==> src/rtl/uart_frame_rx.sv <==
// Pops bytes from the UART RX FIFO, parses SOF/LEN/payload/CHK frames and
// streams the payload out only once the checksum has been verified.
module uart_frame_rx #(
  parameter int         MaxPayload    = 16,
  parameter logic [7:0] SofByte       = 8'h7E,
  parameter int         TimeoutCycles = 8680
) (
  input  logic                             i_clk,
  input  logic                             i_rst,
  input  logic                             i_rx_rdy,
  input  logic [7:0]                       i_rx_data,
  output logic                             o_rx_req,
  output logic [7:0]                       o_data,
  output logic                             o_valid,
  input  logic                             i_ready,
  output logic                             o_last,
  output logic [$clog2(MaxPayload+1)-1:0]  o_len,
  output logic                             o_err_len,
  output logic                             o_err_chk,
  output logic                             o_err_tmo,
  output logic                             o_busy
);

  localparam int              LW      = $clog2(MaxPayload + 1);
  localparam int              IW      = (MaxPayload > 1) ? $clog2(MaxPayload) : 1;
  localparam int              TW      = $clog2(TimeoutCycles + 1);
  localparam logic [7:0]      MaxLen  = 8'(MaxPayload);
  localparam logic [TW-1:0]   TmoLast = TW'(TimeoutCycles - 1);

  typedef enum logic [2:0] {
    S_HUNT,
    S_LEN,
    S_PAYLOAD,
    S_CHK,
    S_OUT
  } state_t;

  state_t          state;
  logic            rd_pending;
  logic [LW-1:0]   len;
  logic [LW-1:0]   idx;
  logic [7:0]      acc;
  logic [TW-1:0]   tmo_cnt;
  logic [7:0]      pbuf [0:(1<<IW)-1];

  logic            cap;
  logic            in_frame;
  logic            tmo_hit;
  logic            buf_we;
  logic            req_ok;
  logic [7:0]      sum;

  always_comb begin
    // Byte is on i_rx_data in the cycle after the request pulse has dropped.
    cap      = rd_pending && !o_rx_req;
    in_frame = (state == S_LEN) || (state == S_PAYLOAD) || (state == S_CHK);
    tmo_hit  = in_frame && !cap && (tmo_cnt == TmoLast);
    req_ok   = i_rx_rdy && !rd_pending && (state != S_OUT);
    sum      = acc + i_rx_data;
    buf_we   = cap && (state == S_PAYLOAD);
    o_data   = o_valid ? pbuf[idx[IW-1:0]] : '0;
    o_last   = o_valid && (idx == len - LW'(1));
  end

  always_ff @(posedge i_clk) begin
    if (buf_we) pbuf[idx[IW-1:0]] <= i_rx_data;
  end

  always_ff @(posedge i_clk) begin
    if (i_rst) begin
      state      <= S_HUNT;
      rd_pending <= 1'b0;
      o_rx_req   <= 1'b0;
      len        <= '0;
      idx        <= '0;
      acc        <= '0;
      tmo_cnt    <= '0;
      o_valid    <= 1'b0;
      o_len      <= '0;
      o_err_len  <= 1'b0;
      o_err_chk  <= 1'b0;
      o_err_tmo  <= 1'b0;
      o_busy     <= 1'b0;
    end else begin
      o_err_len <= 1'b0;
      o_err_chk <= 1'b0;
      o_err_tmo <= 1'b0;
      o_rx_req  <= req_ok;
      if (req_ok)   rd_pending <= 1'b1;
      else if (cap) rd_pending <= 1'b0;
      tmo_cnt <= (in_frame && !cap) ? tmo_cnt + TW'(1) : '0;

      case (state)
        S_HUNT: begin
          if (cap && i_rx_data == SofByte) begin
            state  <= S_LEN;
            o_busy <= 1'b1;
          end
        end
        S_LEN: begin
          if (cap) begin
            if (i_rx_data == '0 || i_rx_data > MaxLen) begin
              o_err_len <= 1'b1;
              state     <= S_HUNT;
              o_busy    <= 1'b0;
            end else begin
              len   <= LW'(i_rx_data);
              acc   <= i_rx_data;
              idx   <= '0;
              state <= S_PAYLOAD;
            end
          end
        end
        S_PAYLOAD: begin
          if (cap) begin
            acc <= sum;
            idx <= idx + LW'(1);
            if (idx + LW'(1) == len) state <= S_CHK;
          end
        end
        S_CHK: begin
          if (cap) begin
            if (sum == '0) begin
              state   <= S_OUT;
              idx     <= '0;
              o_valid <= 1'b1;
              o_len   <= len;
            end else begin
              o_err_chk <= 1'b1;
              state     <= S_HUNT;
              o_busy    <= 1'b0;
            end
          end
        end
        S_OUT: begin
          if (i_ready) begin
            if (o_last) begin
              state   <= S_HUNT;
              o_valid <= 1'b0;
              o_busy  <= 1'b0;
              o_len   <= '0;
            end else begin
              idx <= idx + LW'(1);
            end
          end
        end
        default: state <= S_HUNT;
      endcase

      // tmo_hit implies no capture, so the case above left these untouched.
      if (tmo_hit) begin
        o_err_tmo <= 1'b1;
        state     <= S_HUNT;
        o_busy    <= 1'b0;
      end
    end
  end

endmodule

==> config.mk <==
export PLATFORM = sky130hd
export DESIGN_NAME = uart_frame_rx
export DESIGN_NICKNAME = d
export VERILOG_FILES = /design/src/rtl/uart_frame_rx.sv
export SDC_FILE = /design/constraint.sdc
export NUM_CORES = 1
export LEC_CHECK = 0
export ABC_CLOCK_PERIOD_IN_PS = 8200
export CORE_UTILIZATION = 50
export CTS_BUF_LIST = sky130_fd_sc_hd__clkbuf_8
export CTS_CLUSTER_SIZE = 14
export DETAILED_ROUTE_END_ITERATION = 12
export GPL_TIMING_DRIVEN = 1
export PLACE_DENSITY = 0.75
export SLEW_MARGIN = 40
export SYNTH_ARGS = -nofsm -noshare
export SYNTH_HDL_FRONTEND = slang
export SYNTH_SLANG_ARGS = --single-unit
==> constraint.sdc <==
create_clock -name i_clk -period 8.2 [get_ports i_clk]
set_clock_uncertainty 0.15 [all_clocks]
set_input_delay 1.64 -clock i_clk [delete_from_list [all_inputs] [get_ports i_clk]]
set_output_delay 1.64 -clock i_clk [all_outputs]
set_load 0.03 [all_outputs]
== After elaboration in Yosys (flattened, before gate mapping) ==
Memory sizes are Yosys's and may differ from the RTL's. A register that Yosys moved wholly into a read port is not among the register bits.
Cells that the tools add are included.

* $add $sub $neg: 4
* Magnitude comparators: 1
* Equal/unequal tests: 21
* Mux-type cells: 48
* Bitwise gates (word level): 5
* Reductions and logical operators: 32

{| class="wikitable"
|+ Operators by type and width
! kind !! number
|-
| two-way mux 5 bit || 11
|-
| two-way mux 8 bit || 4
|-
| two-way mux 3 bit || 8
|-
| case mux 5 bit (4 select lines) || 1
|-
| inequality test 2 bit, second input constant || 9
|-
| zero test 8 bit || 2
|-
| two-way mux 1 bit || 16
|-
| case mux 8 bit (2 select lines) || 1
|-
| AND reduction 8 bit || 2
|-
| case mux 3 bit (5 select lines) || 1
|-
| adder 14 x 1 -> 14 bit, second input constant || 1
|-
| equality test 14 bit, second input constant || 1
|-
| equality test 5 bit || 2
|-
| case mux 5 bit (2 select lines) || 1
|-
| adder 8 bit || 1
|-
| equality test 8 x 7 -> 1 bit, second input constant || 1
|-
| > comparator 8 x 5 -> 1 bit, second input constant || 1
|-
| logical AND 1 bit || 8
|-
| two-way mux 4 bit || 2
|-
| nonzero test 4 bit || 2
|-
| AND reduction 7 bit || 1
|-
| equality test 3 x 2 -> 1 bit, second input constant || 2
|-
| inequality test 2 x 1 -> 1 bit, second input constant || 3
|-
| nonzero test 2 bit || 3
|-
| 17 further kinds || 27
|}

* Flip-flop bits (word level): 47
* Memory bits (writable): 128
* Bits of input ports: 12
* Output and inout bits: 20
* Word-level logic and storage cells: 125
* Memories: 1

{| class="wikitable"
|+ Memories
! name !! words !! width !! read ports !! clocked after memory_dff !! write ports !! RTL line !! RTL
|-
| pbuf || 16 || 8 || 1 || 1 || 1 || 44 || <nowiki>logic [7:0] pbuf [0:(1<<IW)-1];</nowiki>
|}

== Longest topological paths before layout ==
Gate-level depths: netlist of run 1.

* Depth after elaboration: 8
* Gate-level depth with buffers: 11
* Mapped depth without buffers: 10

== Worst setup path after synthesis of run 1 ==
No wires, ideal clock.

* Path type: input to register
* From: input port i_rx_data[0]
* To: register with a tool-made name
* Setup time: 0.092 ns
* Data arrival time: 3.623 ns
* Required time: 7.958 ns
* Slack: 4.335 ns
* Stages: 11
* Buffers on the path: 1
* Path through: ha_1 > inv_1 > fa_1 > nand2b_1 > a2111o_1 > o311ai_1 > nor2_1 > and3_1 > o21a_1 > buf_2 > o32ai_1

{| class="wikitable"
|+ RTL lines
! element !! RTL line !! RTL
|-
| start: declaration || 11 || <nowiki>input logic [7:0] i_rx_data,</nowiki>
|}

==> run_results.csv, run 1 <==
group,metric,value,unit
routing,ant_nets,0,
routing,drc,0,
finish,final_nets,595,
floorplanning,dieWidth,127,um
floorplanning,dieArea,16000,um^2
routing,dr.pass1.iters,4,
timing,layout_setup_ws,3.20,ns
setup_path,cp_data_arrival_time,3.21,ns
min_path,holdCritPathClass,"reg -> reg",
routing,vias,4450,
clock_network,hold_buffers,0,
place,port_buffers,31,
power,power.leakage,2.78,nW
timing,slew_viol_final,0,
yosys,ys.flop_type,"edfxtp_1",
routing,first_iter_violations,378,
timing,period_needed,5.00,ns
floorplanning,start_util,0.511,
yosys,synth_seq_cells,179,
yosys,synth_top_cell_area_share,0.495,
yosys,synth_area,7770,um^2
setup_path,crit_fanout,32,
global_routing,grt_start_max_net_pins,36,
timing,rsz0062_at_grt,"false",
timing,max_slew_margin,0.482,
clock_network,numCtsBuffers,17,
finish,area_growth,12.2,%
place,dp_slack,3.13,ns
power,ir_drop,147,uV
place,gp_congestion,0.855,
clock_network,tritoncts,"built",
global_routing,antenna_found_initial,0,
power,p_per_area,191,nW/um^2
timing,period_share,0.610,
run,drv_cap,0,
clock_network,cts.clk_slew.worst_paths,0.10,ns
timing,worst_pin_slew,0.775,ns
clock_network,cts-root-buf,"clkbuf_8",
global_routing,gr-total-overflow,0,
yosys,yosysTopAreaCell,"edfxtp_1",
global_routing,grtUsageTotal,0.209,
setup_path,critPathKind,"reg -> out",
finish,final_cell_mix,"edfxtp_1 (128), dfxtp_1 (49), nor2_1 (47)",
yosys,yosys-top-cells-area,"edfxtp_1 (49%), dfxtp_1 (13%), mux4_2 (12%)",
setup_path,crit_path_end_kind,"output pin",
setup_path,crit_path_max_incr_delay,0.61,ns
place,place_hpwl,10200,um
clock_network,htreeDepth,4,
clock_network,clk_path_buf_depth,2,
timing,fin_setup_tns,0,ns
clock_network,clkSinkCount,179,
floorplanning,pin_count,32,
yosys,yosysSeqAreaShare,0.626,
setup_path,cp.required,6.41,ns
timing,finalSetupViolations,0,
finish,diodes,0,
yosys,synth_cell_types,56,
finish,layout_commonest_cell,"edfxtp_1",
yosys,synth_edf_count,128,
finish,drive_gt1_frac,0.156,
clock_network,ctsResizeCount,0,
yosys,synth_area_per_cell,14.6,um^2
setup_path,timing.rr.start,"acc[0]",
routing,vias_per_cell,5.78,
setup_path,critPathMostFrequentCell,"mux4_2",
yosys,synthArstFlopShare,0,
floorplanning,num_rows,45,
floorplanning,die_y,127,um
routing,drt_wl_total,15500,um
yosys,synth_nets,559,
min_path,hp-start,"tmo_cnt[0]",
global_routing,grt_pass1_vias,4544,
status,outcome,"complete, no violations",
timing,hold_viol,0,
yosys,syn_inst,533,
global_routing,grt_pass1_wl,24700,um
setup_path,cp-start-kind,"register",
floorplanning,core,15200,um^2
clock_network,postCtsSetupBuffers,0,
routing,wire_per_inst,20.2,um
setup_path,slowest_stage,"mux4_2",
timing,max_freq,200,MHz
setup_path,worstPathCellList,"buf_4 > mux4_2 > mux4_2 > and2_1 > clkdlybuf4s50_1",
clock_network,clkLatencyLatePin,0.47,ns
yosys,yosys_warnings,0,
-- cells by family (layout without fill, tap and decap cells) --
kind of cell               count (synthesis)  count (layout)  synth area share
muxes                                     50              50             0.129
AOI/OAI and AO/OA                         56              56            0.0559
and+or+nand+nor                          159             159             0.107
adders and majority gates                 14              14            0.0235
DFF                                      179             179             0.626
xor gates and xnor gates                  31              31            0.0359
buffers and inverters                     44              93            0.0225
-- layout make-up --
| cell class | count | area (um^2) |
|---|---|---|
| tap | 188 | 235 |
| multi-input combinational | 310 | 2730 |
| inverter | 23 | 86.3 |
| fill | 1141 | 6480 |
| timing repair buffer | 38 | 363 |
| clock inverter | 15 | 200 |
| clock buffer | 17 | 234 |
| sequential | 179 | 4870 |
-- critical path, delay by kind of cell (launching register included) --
family | cells | cell delay (ns)
mux | 2 | 1.10
buf+inv | 2 | 1.08
simple gates | 1 | 0.18
flops | 1 | 0.32
-- routing by layer --
| layer | share of wire | track usage |
|---|---|---|
| met1 | 0.42 | 0.274 |
| met5 | 0 | 0 |
| met3 | 0.069 | 0.0493 |
| met4 | 0.022 | 0.0875 |
| met2 | 0.49 | 0.335 |
-- power breakdown --
part | total [mW] | leakage, nW | internal, mW | switching [mW]
Sequential | 0.968 | 1.56 | 0.967 | 0.00146
Combinational | 0.0448 | 1.00 | 0.0151 | 0.0297
Clock | 0.649 | 0.215 | 0.311 | 0.338
-- registers in the layout, summed over array words and instances (netlist names), 3 cells and up, named ones only --
register / flops
pbuf: 128
tmo_cnt: 14
acc: 8
idx: 5
len: 5
o_len: 5
state: 3
-- worst paths after layout --
path,slack (ns),depth (start not counted),to
worst min register to register,0.32,1,tmo_cnt[0]
worst max-delay path,3.20,5,o_data[2]
worst max register to register,5.37,10,register
worst min-delay path,0.32,1,tmo_cnt[0]
-- synthesized netlist by cell type (4+ instances only) --
master / instances
o32ai_1: 10
xor2_1: 16
and2_1: 25
mux4_2: 40
nor2b_1: 5
o31ai_1: 4
dfxtp_1: 51
nor3b_1: 5
nand3_1: 19
xnor2_1: 14
edfxtp_1: 128
inv_1: 23
a21oi_1: 14
buf_2: 5
and3_1: 5
ha_1: 13
nand2_1: 18
nand2b_1: 9
nor3_1: 11
nor4_1: 4
nor2_1: 47
mux2i_1: 9
clkbuf_1: 14
-- stage by stage --
stage,power (mW),hold WS (ns),cell area (um^2),std cells,utilization
after floorplan,1.01,0.280,7770,533,-
after global placement,1.03,0.295,8280,738,0.545
after detailed placement,1.03,0.299,8280,738,0.545
after CTS,1.67,0.320,8710,770,0.573
after global routing,1.71,0.356,8720,770,0.573
final,1.66,0.319,8720,770,0.573
Note: power is estimated with default switching activity, not from simulation.
==> inputs of run 2 (changes only) <==
--- a/config.mk
+++ b/config.mk
@@ -5,13 +5,13 @@
 export SDC_FILE = /design/constraint.sdc
 export NUM_CORES = 1
 export LEC_CHECK = 0
-export ABC_CLOCK_PERIOD_IN_PS = 8200
+export ABC_CLOCK_PERIOD_IN_PS = 4500
 export CORE_UTILIZATION = 50
 export CTS_BUF_LIST = sky130_fd_sc_hd__clkbuf_8
 export CTS_CLUSTER_SIZE = 14
 export DETAILED_ROUTE_END_ITERATION = 12
 export GPL_TIMING_DRIVEN = 1
-export PLACE_DENSITY = 0.75
+export PLACE_DENSITY = 0.77
 export SLEW_MARGIN = 40
 export SYNTH_ARGS = -nofsm -noshare
 export SYNTH_HDL_FRONTEND = slang
==> constraint.sdc (replaced) <==
create_clock -name i_clk -period 4.5 [get_ports i_clk]
set_clock_uncertainty 0.15 [all_clocks]
set_input_delay 0.9 -clock i_clk [delete_from_list [all_inputs] [get_ports i_clk]]
set_output_delay 0.9 -clock i_clk [all_outputs]
set_load 0.03 [all_outputs]
==> run 2 against run 1 <==
Sequential cell count stayed put. Combinational power increased by 94%. Critical path type unchanged. Critical endpoint unchanged. Worst hold slack better by 0.0076 ns. Critical path depth did not move. Non-clock buffer count up 5. Highest routed layer unchanged. Count of clock-buffer cells in the layout stayed put.
==> run_results.csv, run 2 (synthesis results as in run 1) <==
group,metric,value,unit
setup_path,cp_data_arrival_time,2.92,ns
place,place_hpwl,10900,um
floorplanning,start_util,0.511,
global_routing,antenna_found_initial,0,
min_path,holdCritPathClass,"reg -> reg",
clock_network,ctsResizeCount,0,
timing,finalSetupViolations,0,
clock_network,clk_path_buf_depth,2,
setup_path,critPathMostFrequentCell,"mux4_2",
global_routing,gr-total-overflow,0,
setup_path,cp-start-kind,"register",
routing,ant_nets,0,
place,dpl_cell_area,8330,um^2
finish,fin_util,0.576,
finish,final_nets,600,
clock_network,clkLatencyLatePin,0.48,ns
floorplanning,pin_count,32,
setup_path,critPathKind,"reg -> out",
finish,largest_reg_flops,128,
place,gp_congestion,0.849,
timing,rsz0062_at_grt,"false",
setup_path,worstPathCellList,"buf_12 > mux4_2 > mux4_2 > and2_1 > clkdlybuf4s50_1",
clock_network,tritoncts,"built",
floorplanning,num_rows,45,
place,port_buffers,31,
timing,hold_viol,0,
timing,worst_pin_slew,0.838,ns
finish,diodes,0,
global_routing,grtUsageTotal,0.215,
floorplanning,core,15200,um^2
finish,drive_gt1_frac,0.162,
global_routing,grt_pass1_vias,4572,
setup_path,crit_path_end_kind,"output pin",
global_routing,grt_start_max_net_pins,33,
routing,vias_per_cell,6.04,
timing,period_share,0.882,
routing,dr.pass1.iters,4,
timing,max_slew_margin,0.437,
finish,final_cell_mix,"edfxtp_1 (128), dfxtp_1 (50), nor2_1 (47)",
run,drv_cap,0,
clock_network,postCtsSetupBuffers,0,
routing,drc,0,
timing,slew_viol_final,0,
timing,max_freq,252,MHz
setup_path,crit_family,"multiplexers",
finish,stdcell_area,8760,um^2
power,power.leakage,2.80,nW
clock_network,numCtsBuffers,17,
setup_path,cp.required,3.45,ns
setup_path,crit_path_max_incr_delay,0.59,ns
setup_path,crit_fanout,32,
routing,vias,4680,
power,p_per_area,339,nW/um^2
floorplanning,dieArea,16000,um^2
finish,layout_commonest_cell,"edfxtp_1",
routing,first_iter_violations,345,
clock_network,cts.clk_slew.worst_paths,0.10,ns
status,outcome,"complete, no violations",
finish,area_growth,12.7,%
clock_network,htreeDepth,4,
floorplanning,dieWidth,127,um
routing,drt_wl_total,16000,um
clock_network,hold_buffers,0,
clock_network,clkSinkCount,179,
timing,fin_setup_tns,0,ns
global_routing,grt_pass1_wl,25400,um
setup_path,critPathBufInv,2,
clock_network,cts-root-buf,"clkbuf_8",
setup_path,slowest_stage,"clkdlybuf4s50_1",
routing,wire_per_inst,20.6,um
power,ir_drop,200,uV
timing,period_needed,3.97,ns
floorplanning,die_y,127,um
-- run 2: cell types whose count changed in the layout (fill, tap and decap cells not counted) --
| cell | previous run | this run |
|---|---|---|
| clkinv_4 | 2 | 0 |
| dfxtp_4 | 1 | 0 |
| clkinvlp_4 | 2 | 1 |
| bufinv_16 | 3 | 0 |
| clkinv_2 | 2 | 0 |
| buf_4 | 7 | 11 |
| inv_12 | 0 | 1 |
| buf_12 | 0 | 1 |
| clkinv_8 | 1 | 6 |
| inv_8 | 3 | 5 |
| dfxtp_1 | 49 | 50 |
-- run 2: worst register-to-register path, cell delays in order, from the launching register on --
cell and delay, ns:
dfxtp_1 0.35, ha_1 0.19, inv_1 0.06, fa_1 0.40
nand2b_1 0.21, a2111o_1 0.38, o311ai_1 0.12, nor2_1 0.13
and3_1 0.20, o21a_1 0.29, o32ai_1 0.29
-- run 2: where the power goes --
part | leakage, nW | switching (mW) | internal [mW]
Clock | 0.210 | 0.682 | 0.436
Combinational | 1.03 | 0.0568 | 0.0300
Sequential | 1.56 | 0.00267 | 1.76
-- run 2: final timing paths --
check	to	cells after the start	from	slack, ns
worst max-delay path	o_data[2]	5	register	0.53
worst min-delay path	tmo_cnt[0]	1	tmo_cnt[0]	0.33
worst max register to register	register	10	acc[0]	1.62
worst min register to register	tmo_cnt[0]	1	tmo_cnt[0]	0.33
-- run 2: layout make-up --
class                   instances  area, um^2
fillers                      1204        6440
inverters                      23        86.3
repair buffers                 43         413
well taps                     188         235
clock buffers                  17         234
multi-input cells             310        2730
clock inverters                15         195
flip-flops and latches        179        4870
-- run 2: per-layer routing --
metal  vias to the layer above  wire, um  track usage
li1                       2108         -            -
met1                      2397      6800        0.282
met2                       160      8170        0.360
met3                        15       842       0.0544
met4                         0       142       0.0567
met5                         -         0            0
-- run 2: through the flow --
step / hold WS [ns] / instances / power [mW] / setup WS, ns
after floorplan: 0.280 / 533 / 1.84 / 1.37
after global placement: 0.292 / 743 / 1.89 / 0.656
after detailed placement: 0.312 / 743 / 1.89 / 0.565
after CTS: 0.327 / 775 / 2.99 / 0.479
after global routing: 0.346 / 775 / 3.06 / 0.407
final: 0.326 / 775 / 2.97 / 0.530
